`src/rtl/qpu_itcm_loader_pkg.sv`:
```
// qpu_itcm_loader_pkg
//   Shared configuration for the QPU ITCM loader: ITCM ICB widths, the
//   word-count width of a load request, the loader FSM state encoding and
//   a small address-alignment helper.
package qpu_itcm_loader_pkg;

  localparam int QPU_ITCM_ADDR_WIDTH = 16;
  localparam int QPU_ITCM_DATA_WIDTH = 64;
  localparam int QPU_ITCM_WMSK_WIDTH = 8;
  localparam int QPU_LOADER_LENW     = 16;

  typedef enum logic [2:0] {
    ST_IDLE  = 3'd0,
    ST_CHECK = 3'd1,
    ST_FILL  = 3'd2,
    ST_ISSUE = 3'd3,
    ST_DRAIN = 3'd4,
    ST_DONE  = 3'd5
  } loader_state_e;

  // True when the low address bits place the access on an 8-byte ITCM word.
  function automatic logic is_aligned8(input logic [2:0] addr_lsb);
    return (addr_lsb == 3'b000);
  endfunction

endpackage

```
`src/rtl/qpu_loader_pack.sv`:
```
// qpu_loader_pack
//   Packs a stream of 32-bit instruction words into 64-bit ITCM words.
//   The first word of a pair lands in data[31:0] (mask 8'h0F), the second in
//   data[63:32] (mask |= 8'hF0). A word flagged as last closes the pair early,
//   leaving the upper half zero and masked off.
// Ports
//   clk, rst       clock, async active-high reset
//   clear          synchronous flush at the start of a new load
//   in_valid/in_ready/in_data/in_last   32-bit word input
//   in_complete    the word accepted this cycle completes an output word
//   out_valid/out_ready/out_data/out_mask   64-bit packed output
module qpu_loader_pack
  import qpu_itcm_loader_pkg::*;
(
  input  logic        clk,
  input  logic        rst,
  input  logic        clear,
  input  logic        in_valid,
  output logic        in_ready,
  input  logic [31:0] in_data,
  input  logic        in_last,
  output logic        in_complete,
  output logic        out_valid,
  input  logic        out_ready,
  output logic [63:0] out_data,
  output logic [7:0]  out_mask
);

  logic        half_r;
  logic        full_r;
  logic [63:0] data_r;
  logic [7:0]  mask_r;
  logic        in_fire_s;
  logic        out_fire_s;

  // Input is accepted only while no packed word waits for the consumer, so
  // in_fire_s and out_fire_s can never be active together.
  assign in_ready    = !full_r;
  assign in_fire_s   = in_valid && !full_r;
  assign in_complete = in_fire_s && (half_r || in_last);
  assign out_fire_s  = full_r && out_ready;
  assign out_valid   = full_r;
  assign out_data    = data_r;
  assign out_mask    = mask_r;

  // Pair state, data and mask registers.
  always_ff @(posedge clk or posedge rst) begin
    if (rst) begin
      half_r <= 1'b0;
      full_r <= 1'b0;
      data_r <= 64'h0;
      mask_r <= 8'h00;
    end else if (clear) begin
      half_r <= 1'b0;
      full_r <= 1'b0;
      data_r <= 64'h0;
      mask_r <= 8'h00;
    end else if (in_fire_s) begin
      if (!half_r) begin
        // Even word: the upper half is zeroed so a lone last word is clean.
        data_r <= {32'h0, in_data};
        mask_r <= 8'h0F;
        half_r <= !in_last;
        full_r <= in_last;
      end else begin
        data_r[63:32] <= in_data;
        mask_r        <= mask_r | 8'hF0;
        half_r        <= 1'b0;
        full_r        <= 1'b1;
      end
    end else if (out_fire_s) begin
      full_r <= 1'b0;
    end else begin
      full_r <= full_r;
    end
  end

endmodule

```
`src/rtl/qpu_itcm_loader.sv`:
```
// qpu_itcm_loader
//   Write-side ICB initiator for the QPU instruction TCM. Takes 32-bit
//   instruction words from the host/debug path, packs them into 64-bit ITCM
//   words and issues ICB write commands, holding the IFU while busy.
// Ports
//   clk, rst                      clock, async active-high reset
//   load_start/base_addr/len      load request (ignored while busy)
//   host_i_valid/ready/data       32-bit instruction word stream
//   load_busy, load_done, load_err, ifu_hold   status
//   icb_cmd_*                     ICB write command channel
//   icb_rsp_valid/ready/err       ICB response channel (always accepted)
module qpu_itcm_loader
  import qpu_itcm_loader_pkg::*;
#(
  parameter int AW     = QPU_ITCM_ADDR_WIDTH,
  parameter int DW     = QPU_ITCM_DATA_WIDTH,
  parameter int MW     = QPU_ITCM_WMSK_WIDTH,
  parameter int LENW   = QPU_LOADER_LENW,
  parameter int MAXOUT = 2
)(
  input  logic            clk,
  input  logic            rst,
  input  logic            load_start,
  input  logic [AW-1:0]   load_base_addr,
  input  logic [LENW-1:0] load_len,
  input  logic            host_i_valid,
  output logic            host_i_ready,
  input  logic [31:0]     host_i_data,
  output logic            load_busy,
  output logic            load_done,
  output logic            load_err,
  output logic            ifu_hold,
  output logic            icb_cmd_valid,
  input  logic            icb_cmd_ready,
  output logic [AW-1:0]   icb_cmd_addr,
  output logic            icb_cmd_read,
  output logic [DW-1:0]   icb_cmd_wdata,
  output logic [MW-1:0]   icb_cmd_wmask,
  input  logic            icb_rsp_valid,
  output logic            icb_rsp_ready,
  input  logic            icb_rsp_err
);

  localparam logic [1:0] MAXOUT_C = 2'(MAXOUT);

  loader_state_e   state_r;
  loader_state_e   state_next_s;
  logic [AW-1:0]   addr_r;
  logic [LENW-1:0] len_r;
  logic [LENW-1:0] count_r;
  logic [LENW-1:0] count_inc_s;
  logic [1:0]      outstanding_r;
  logic            load_busy_r;
  logic            load_done_r;
  logic            load_err_r;
  logic            done_next_s;
  logic            start_accept_s;
  logic            host_fire_s;
  logic            last_word_s;
  logic            cmd_fire_s;
  logic            rsp_take_s;
  logic            pack_in_ready_s;
  logic            pack_complete_s;
  logic            pack_out_valid_s;
  logic [63:0]     pack_data_s;
  logic [7:0]      pack_mask_s;

  assign start_accept_s = load_start && (state_r == ST_IDLE);
  assign host_i_ready   = (state_r == ST_FILL) && pack_in_ready_s;
  assign host_fire_s    = host_i_valid && host_i_ready;
  assign count_inc_s    = count_r + {{(LENW-1){1'b0}}, 1'b1};
  assign last_word_s    = (count_inc_s == len_r);

  // Command valid is decoded from registers only, so addr/data/mask (also
  // registers) cannot move between the valid rise and the handshake.
  assign icb_cmd_valid  = (state_r == ST_ISSUE) && pack_out_valid_s &&
                          (outstanding_r < MAXOUT_C);
  assign cmd_fire_s     = icb_cmd_valid && icb_cmd_ready;
  // A response with nothing outstanding is a protocol violation and is dropped.
  assign rsp_take_s     = icb_rsp_valid && (outstanding_r != 2'd0);

  assign icb_cmd_addr   = addr_r;
  assign icb_cmd_read   = 1'b0;
  assign icb_cmd_wdata  = pack_data_s;
  assign icb_cmd_wmask  = pack_mask_s;
  assign icb_rsp_ready  = 1'b1;
  assign load_busy      = load_busy_r;
  assign ifu_hold       = load_busy_r;
  assign load_done      = load_done_r;
  assign load_err       = load_err_r;

  qpu_loader_pack u_pack (
    .clk         (clk),
    .rst         (rst),
    .clear       (start_accept_s),
    .in_valid    (host_i_valid && (state_r == ST_FILL)),
    .in_ready    (pack_in_ready_s),
    .in_data     (host_i_data),
    .in_last     (last_word_s),
    .in_complete (pack_complete_s),
    .out_valid   (pack_out_valid_s),
    .out_ready   (cmd_fire_s),
    .out_data    (pack_data_s),
    .out_mask    (pack_mask_s)
  );

  // Next-state decode and completion pulse request.
  always_comb begin
    state_next_s = state_r;
    done_next_s  = 1'b0;
    case (state_r)
      ST_IDLE: begin
        if (load_start) state_next_s = ST_CHECK;
        else            state_next_s = ST_IDLE;
      end
      ST_CHECK: begin
        if (!is_aligned8(addr_r[2:0])) begin
          state_next_s = ST_IDLE;
          done_next_s  = 1'b1;
        end else if (len_r == {LENW{1'b0}}) begin
          state_next_s = ST_DRAIN;
        end else begin
          state_next_s = ST_FILL;
        end
      end
      ST_FILL: begin
        if (pack_complete_s) state_next_s = ST_ISSUE;
        else                 state_next_s = ST_FILL;
      end
      ST_ISSUE: begin
        if (cmd_fire_s) begin
          if (count_r == len_r) state_next_s = ST_DRAIN;
          else                  state_next_s = ST_FILL;
        end else begin
          state_next_s = ST_ISSUE;
        end
      end
      ST_DRAIN: begin
        if (outstanding_r == 2'd0) begin
          state_next_s = ST_DONE;
          done_next_s  = 1'b1;
        end else begin
          state_next_s = ST_DRAIN;
        end
      end
      ST_DONE: state_next_s = ST_IDLE;
      default: state_next_s = ST_IDLE;
    endcase
  end

  // FSM state and registered status outputs.
  always_ff @(posedge clk or posedge rst) begin
    if (rst) begin
      state_r     <= ST_IDLE;
      load_busy_r <= 1'b0;
      load_done_r <= 1'b0;
    end else begin
      state_r     <= state_next_s;
      load_busy_r <= (state_next_s != ST_IDLE);
      load_done_r <= done_next_s;
    end
  end

  // Address and word-count bookkeeping; the address wraps modulo 2^AW.
  always_ff @(posedge clk or posedge rst) begin
    if (rst) begin
      addr_r  <= {AW{1'b0}};
      len_r   <= {LENW{1'b0}};
      count_r <= {LENW{1'b0}};
    end else if (start_accept_s) begin
      addr_r  <= load_base_addr;
      len_r   <= load_len;
      count_r <= {LENW{1'b0}};
    end else begin
      if (cmd_fire_s) addr_r <= addr_r + {{(AW-4){1'b0}}, 4'd8};
      else            addr_r <= addr_r;
      if (host_fire_s) count_r <= count_inc_s;
      else             count_r <= count_r;
    end
  end

  // Outstanding-command counter; a same-cycle issue and response cancel.
  always_ff @(posedge clk or posedge rst) begin
    if (rst) begin
      outstanding_r <= 2'd0;
    end else begin
      case ({cmd_fire_s, rsp_take_s})
        2'b10:   outstanding_r <= outstanding_r + 2'd1;
        2'b01:   outstanding_r <= outstanding_r - 2'd1;
        default: outstanding_r <= outstanding_r;
      endcase
    end
  end

  // Sticky error: cleared by an accepted start, set by a misaligned base or
  // an error response.
  always_ff @(posedge clk or posedge rst) begin
    if (rst) begin
      load_err_r <= 1'b0;
    end else if (start_accept_s) begin
      load_err_r <= 1'b0;
    end else if ((state_r == ST_CHECK) && !is_aligned8(addr_r[2:0])) begin
      load_err_r <= 1'b1;
    end else if (rsp_take_s && icb_rsp_err) begin
      load_err_r <= 1'b1;
    end else begin
      load_err_r <= load_err_r;
    end
  end

endmodule

```
`config.mk`:
```
export PLATFORM = sky130hd
export DESIGN_NAME = qpu_itcm_loader
export DESIGN_NICKNAME = d
export VERILOG_FILES = /design/src/rtl/qpu_itcm_loader_pkg.sv /design/src/rtl/qpu_loader_pack.sv /design/src/rtl/qpu_itcm_loader.sv
export SDC_FILE = /design/constraint.sdc
export NUM_CORES = 1
export LEC_CHECK = 0
export CAP_MARGIN = 20
export CORE_MARGIN = 4
export CORE_UTILIZATION = 45
export CTS_BUF_LIST = sky130_fd_sc_hd__clkbuf_8
export CTS_CLUSTER_SIZE = 12
export DETAILED_ROUTE_END_ITERATION = 6
export PLACE_DENSITY = 0.83
export REMOVE_ABC_BUFFERS = 1
export SLEW_MARGIN = 5
export SYNTH_ARGS = -nofsm -noshare
export SYNTH_HDL_FRONTEND = slang
export SYNTH_SLANG_ARGS = --single-unit
```
`constraint.sdc`:
```
create_clock -name clk -period 3.72 [get_ports clk]
set_input_delay 0.744 -clock clk [delete_from_list [all_inputs] [get_ports clk]]
set_output_delay 0.744 -clock clk [all_outputs]
set_load 0.005 [all_outputs]
```
==> impl_results.md, run 1 <==
* Status: completed
* Util after Layout at a little over three fifths
* DP Wirelength at 10.87 mm
* Critical path's largest stage delay at about 0.54 ns
* Area grow syn2layout at 36.68%
* Initial antenna violation count at 0
* CTS tree: yes
* WL per Instance at 16.93 um
* Critical R2R Launch: count_r[0]$_DFFE_PP0P_
* Final hold viol count at 0
* Syn_area_per_cell at between 9 and 10 um^2
* Peak Freq at 0.3678 GHz
* Overflow left after global routing at 0
* Final setup fails at 0
* Post-CTS setup buffer count at 0
* Worst Hold Path EP: icb_cmd_addr[1]$_DFFE_PP0P_
* CP Capture Type: primary output
* Pwr Density at about 770 nW/um^2
* Nets at 834
* Synth Flop Type: dfrtp_1
* Actual slew at the worst max-slew pin at 0.8668 ns
* Cell taking the most area after synthesis: dfrtp_1
* Clock buffer count from CTS at 17
* Clock slew at reported path FFs at roughly 0.07 ns
* Setup TNS Final at 0 ns
* Vias post-DR at 5095
* Yosys warning count at 0
* FF-to-FF path depth at 7
* Max cap viols at 0
* Crit Path Category: register to primary output
* Largest net degree at the start of global routing at 69
* 1st-pass router iterations at 5
* RSZ-0062 raised after global routing: no
* Worst R2R Setup Slack at approximately 1.2 ns
* Routability cong. at ~0.9
* Multi-input logic area at between 2000 and 3000 um^2
* VDD IR max at roughly 0.4 mV
* Most common cell in the netlist: nand2_1
* Post-synthesis sequential area ratio at between 50% and 60%
* Mapped Area at ~5900 um^2
* Max-slew violations at 0
* Drc violations at 0
* Syn Inst Count at slightly above 600
* HP Class: register to register
* Initial core utilization at a little under half
* EDFF count, synth at 0
* Top Ports at 167
* Setup WS post-layout at 1.001 ns
* Fin crit share at about three quarters
* Clock tree buffer depth at 2
* Post-synth top cells: nand2_1, dfrtp_1, a21oi_1
* Critical Path AT at 1.97 ns
* Final clock skew at 0.009542 ns
* Async set-reset flop share out of synthesis at 100.0%
* Sequential cell area at a little over 3000 um^2
* H-Tree Depth at 4
* Routed wire length at about 16 mm
* Resize count post-CTS at 0
* Final min period at between 2 and 3 ns
* Die H at roughly 120 um
* Critical Path Source Type: register
* Root buffer cell: clkbuf_8
* FF-to-FF End: u_pack.half_r$_DFFE_PP0P_
* Synth top area cells: dfrtp_1, nand2_1, a22o_1
* Number of global-route vias before repair at about 5300
* Layout cells sized above 1 at between 6 and 7%
* Post-DRT Antenna Nets at 0
* Die area at roughly 15000 um^2
* Vias per cell at about 5.4
* Hold path start: icb_cmd_addr[1]$_DFFE_PP0P_
* Hold Path Depth at 2
* Static Leak at 3.464 nW
* Max_slew headroom at between 40% and 50%
* Skew-Pair Late Insertion Delay at 0.43 ns
* Min Hold Slack at about 0.50 ns
* Pre-CTS setup slack at about 1.0 ns
* Placed insts at about 910
* Critical Path Fanout Max at 11
* Port buffer count at approximately 160
* CP cell instances: nand2b_1 -> nor3_1 -> clkdlybuf4s50_1
* Initial drt markers at roughly 340
* First-pass GRT wire length at 26.22 mm
* Hold_buf cts at 0
* Global-route usage over all layers at between 20 and 25%
* Post-Layout Cell Count at roughly 950
* Core Rows at around 40
* Count of cell types in the netlist at 55
* CP max-delay cell: dfrtp_1
* Die Wd at approximately 120 um
* Clock sinks at ~120
* Core ar. at 12670 um^2
* FILL cells at approximately 1100
* Data required, critical path at between 2 and 3 ns
* Synth Register Bits at 124
* Diode count at 0
* Top cell type's share of synthesized area at about 53%
[layout make-up]
type,instances,area share (%)
Tap cell,172,2.688
Sequential cell,124,38.76
Inverter,5,0.2657
Clock inverter,14,2.391
Multi-Input combinational cell,439,31.24
Timing Repair Buffer,173,21.55
Clock buffer,18,3.095
[layout by cell type (no fill, tap or decap), drive strengths merged, types with 2 or more instances in the layout]
master	instances
a21o	2
a21oi	43
a22o	32
a31oi	4
and2	5
and3	7
and4	4
buf	9
bufinv	4
clkbuf	18
clkdlybuf4s50	164
clkinv	7
conb	2
dfrtp	124
ha	3
inv	7
nand2	154
nand2b	4
nand3	12
nand4	12
nor2	31
nor2b	3
nor3	14
nor3b	3
nor4	10
nor4b	2
o21ai	24
or3	4
or4	2
xnor2	17
xor2	28
[critical path, delay by kind of cell, from the launching register on]
family	cells	cell delay [ns]
and+or+nand+nor	2	0.47
buffers and inverters	1	0.54
DFF	1	0.54
[cells by family (layout without fill, tap and decap cells)]
kind of cell | count (synthesis) | after routing | share of synthesized area (%)
AND/OR/NAND/NOR | 270 | 270 | 21.77
flip-flops | 124 | 124 | 52.98
AO/OA/AOI/OAI | 118 | 118 | 13.05
buffers and inverters | 52 | 210 | 4.508
XOR/XNOR | 45 | 45 | 6.729
adder cells (fa/ha/maj) | 3 | 3 | 0.6410
other | 2 | 2 | 0.1282
multiplexers | 1 | 1 | 0.1923
[power breakdown]
part	leakage, nW	switching [mW]	total (mW)	internal (mW)
sequential	1.59	0.528	2.39	1.87
clock	0.223	0.555	1.30	0.750
combinational	1.66	1.05	2.43	1.38
total	3.46	2.13	6.13	3.99
[per-layer routing]
layer / GRT usage, % / vias to the layer above / part of all wire, %
met5: 0 / - / 0
met3: 6.407 / 27 / 6.9
met2: 34.67 / 210 / 48
li1: - / 2400 / -
met1: 29.34 / 2458 / 43
met4: 8.677 / 0 / 2.1
[flip-flops by register name, summed over array words and instances (netlist names)]
signal and cells:
ifu_hold 1, outstanding_r 2, count_r 16, icb_cmd_addr 16
load_err 1, u_pack.out_data 64, state_r 3, load_done 1
u_pack.half_r 1, len_r 16, u_pack.out_valid 1, u_pack.out_mask 2
[stage by stage]
| stage | power, mW | instance area, um^2 |
|---|---|---|
| global route | 6.539 | 8005 |
| detailed placement | 4.822 | 7555 |
| floorplan | 3.459 | 5612 |
| CTS | 6.161 | 7994 |
| finish | 6.128 | 8005 |
| global placement | 4.732 | 7555 |
[worst max path at each step]
| stage | slack, ns | to | start | depth (start not counted) |
|---|---|---|---|---|
| final | 1.00 | icb_cmd_valid | state_r[2]$_DFF_PP0_ | 3 |
| after global routing | 0.83 | icb_cmd_valid | state_r[2]$_DFF_PP0_ | 3 |
| after global placement | 1.09 | ifu_hold$_DFF_PP0_ | icb_cmd_ready | 7 |
| after detailed placement | 1.00 | ifu_hold$_DFF_PP0_ | icb_cmd_ready | 7 |
| after floorplan | -1.47 | u_pack.out_data[32]$_DFFE_PP0P_ | load_start | 4 |
| after CTS | 1.0 | icb_cmd_valid | state_r[2]$_DFF_PP0_ | 3 |
Note: power is estimated with default switching activity, not from simulation.
==> inputs of run 2 (changes only) <==
- CORE_UTILIZATION: 45 -> 50
- PLACE_DENSITY: 0.83 -> 0.87
- clock period: 3.72 -> 2.74 ns (I/O delays scaled with it)
==> run 2 against run 1 <==
Global-route usage increased by 2.5 points. Die area shrank 9.4%. Largest cell class unchanged. Largest power group unchanged. Critical endpoint is now host_i_ready. Clock power grew 32%. Clock skew shrank 0.0019 ns. Utilization up 6.8 points.
==> impl_results.md, run 2 (synthesis results as in run 1) <==
* Status: completed
* Min Hold Slack at slightly above 0.4 ns
* Critical Path Fanout Max at 11
* Max cap viols at 0
* Fin crit share at 92.72%
* Critical Path Source Type: register
* Routability cong. at between 0.9 and 1
* Static Leak at 3.477 nW
* Clock buffer count from CTS at 17
* Final hold viol count at 0
* Met3 Wirelength at between 1 and 1.5 mm
* Skew-Pair Late Insertion Delay at 0.44 ns
* Max-slew violations at 0
* Data required, critical path at between 2 and 2.5 ns
* Core ar. at roughly 11000 um^2
* 1st-pass router iterations at 4
* Overflow left after global routing at 0
* WL met1 at between 6 and 7 mm
* Worst Path Buf+Inv at 1
* VDD IR max at about 0.68 mV
* Root buffer cell: clkbuf_8
* Initial core utilization at 51.29%
* Critical path's largest stage delay at 0.58 ns
* H-Tree Depth at 4
* Diode count at 0
* Commonest non-fill, non-tap cells in the layout: clkdlybuf4s50_1, nand2_1, dfrtp_1
* Global-route usage over all layers at between 20 and 25%
* Crit Path Category: register to primary output
* Initial drt markers at 324
* Post-CTS setup buffer count at 0
* DP Wirelength at approximately 11 mm
* Die area at between 10000 and 15000 um^2
* Pwr Density at 1038 nW/um^2
* Resize count post-CTS at 0
* RSZ-0062 raised after global routing: no
* Clock sinks at roughly 120
* Post-DRT Antenna Nets at 0
* Die H at 116.2 um
* Critical Path AT at between 1.5 and 2 ns
* Vias post-DR at between 5000 and 6000
* HP Class: primary input to asynchronous set/reset pin
* Nets at 839
* Largest register FFs at 64
* Final min period at around 2.5 ns
* Most common cell after layout, fill and taps aside: clkdlybuf4s50_1
* Port buffer count at ~160
* Setup TNS Final at 0 ns
* Layout cells sized above 1 at under 10%
* Crit path max-delay family: buffers and inverters
* Clock slew at reported path FFs at approximately 0.08 ns
* Number of global-route vias before repair at between 5000 and 6000
* Die Wd at 116.2 um
* Hold_buf cts at 0
* Peak Freq at ~0.4 GHz
* WL per Instance at around 17 um
* First-pass GRT wire length at 26.32 mm
* Core Rows at 39
* CTS tree: yes
* Largest net degree at the start of global routing at 67
* Met2 WL at between 7 and 8 mm
* Max layer used: met4
* Routed wire length at around 16 mm
* CP Capture Type: primary output
* Vias per cell at between 5 and 6
* Top Ports at 167
* Drc violations at 0
* Clock tree buffer depth at 2
* Final setup fails at 0
* CP cell instances: nor4b_4 -> clkdlybuf4s50_1
* Area grow syn2layout at 36.40%
* Initial antenna violation count at 0
* CP max-delay cell: clkdlybuf4s50_1
* Final clock skew at between 0.007 and 0.008 ns
-- run 2: cell types whose count changed in the layout (fill, tap and decap cells not counted) --
cell,change
buf_4,+6
buf_6,-1
clkinv_4,-3
clkinvlp_4,+3
inv_1,+2
inv_6,-2
-- run 2: power by group --
| group | total, mW | internal [mW] | switching, mW |
|---|---|---|---|
| Combinational | 3.35 | 1.89 | 1.46 |
| Clock | 1.72 | 1.00 | 0.717 |
| Sequential | 3.23 | 2.54 | 0.693 |
-- run 2: final timing paths --
kind | cells after the start | slack [ns] | to | from
worst max register to register | 7 | 0.42 | u_pack.half_r$_DFFE_PP0P_ | count_r[0]$_DFFE_PP0P_
max in group asynchronous | 3 | 1.67 | u_pack.out_data[59]$_DFFE_PP0P_ | rst
worst min register to register | 1 | 0.51 | u_pack.out_data[47]$_DFFE_PP0P_ | u_pack.out_data[47]$_DFFE_PP0P_
worst min-delay path | 2 | 0.41 | icb_cmd_addr[8]$_DFFE_PP0P_ | rst
worst max-delay path | 2 | 0.20 | host_i_ready | state_r[2]$_DFF_PP0_
min in group clk | 1 | 0.51 | u_pack.out_data[47]$_DFFE_PP0P_ | u_pack.out_data[47]$_DFFE_PP0P_
-- run 2: metal layers --
metal  track usage (%)  vias up
met5                 0        -
li1                  -     2400
met4             9.899        0
met2             40.24      178
met1             30.28     2488
met3             8.290       30
-- run 2: metrics by stage --
stage	total power [mW]	setup slack, ns	util (%)	cell area [um^2]	cells
4_1_cts	8.357	0.1909	69.96	7989	921
2_1_floorplan	4.696	-2.287	-	5612	568
3_3_place_gp	6.446	0.4729	66.24	7564	889
6_report	8.293	0.1996	69.96	7989	921
3_5_place_dp	6.602	0.3942	66.24	7564	889
5_1_grt	8.894	0.07844	69.96	7989	921
-- run 2: cell type report --
| class | count | area (um^2) |
|---|---|---|
| tap | 143 | 178.9 |
| timing repair buffer | 178 | 1759 |
| sequential | 124 | 3103 |
| multi-input combinational | 439 | 2501 |
| clock inverter | 14 | 177.7 |
| inverter | 5 | 21.27 |
| fill | 896 | 3430 |
| clock buffer | 18 | 247.7 |
-- run 2: worst reg2reg max path, stage by stage (launching register included) --
cell	delay, ns
dfrtp_1	0.46
ha_1	0.32
nand3_1	0.23
nor3_1	0.27
mux2_1	0.35
nor4_2	0.31
nand4_1	0.12
and2_1	0.16
==> inputs of run 3 (changes only) <==
- CTS_CLUSTER_DIAMETER: not set -> 200
- TNS_END_PERCENT: not set -> 100
==> results of run 3 <==
Same layout as run 2: the final DEF is identical, and so are final timing and power.
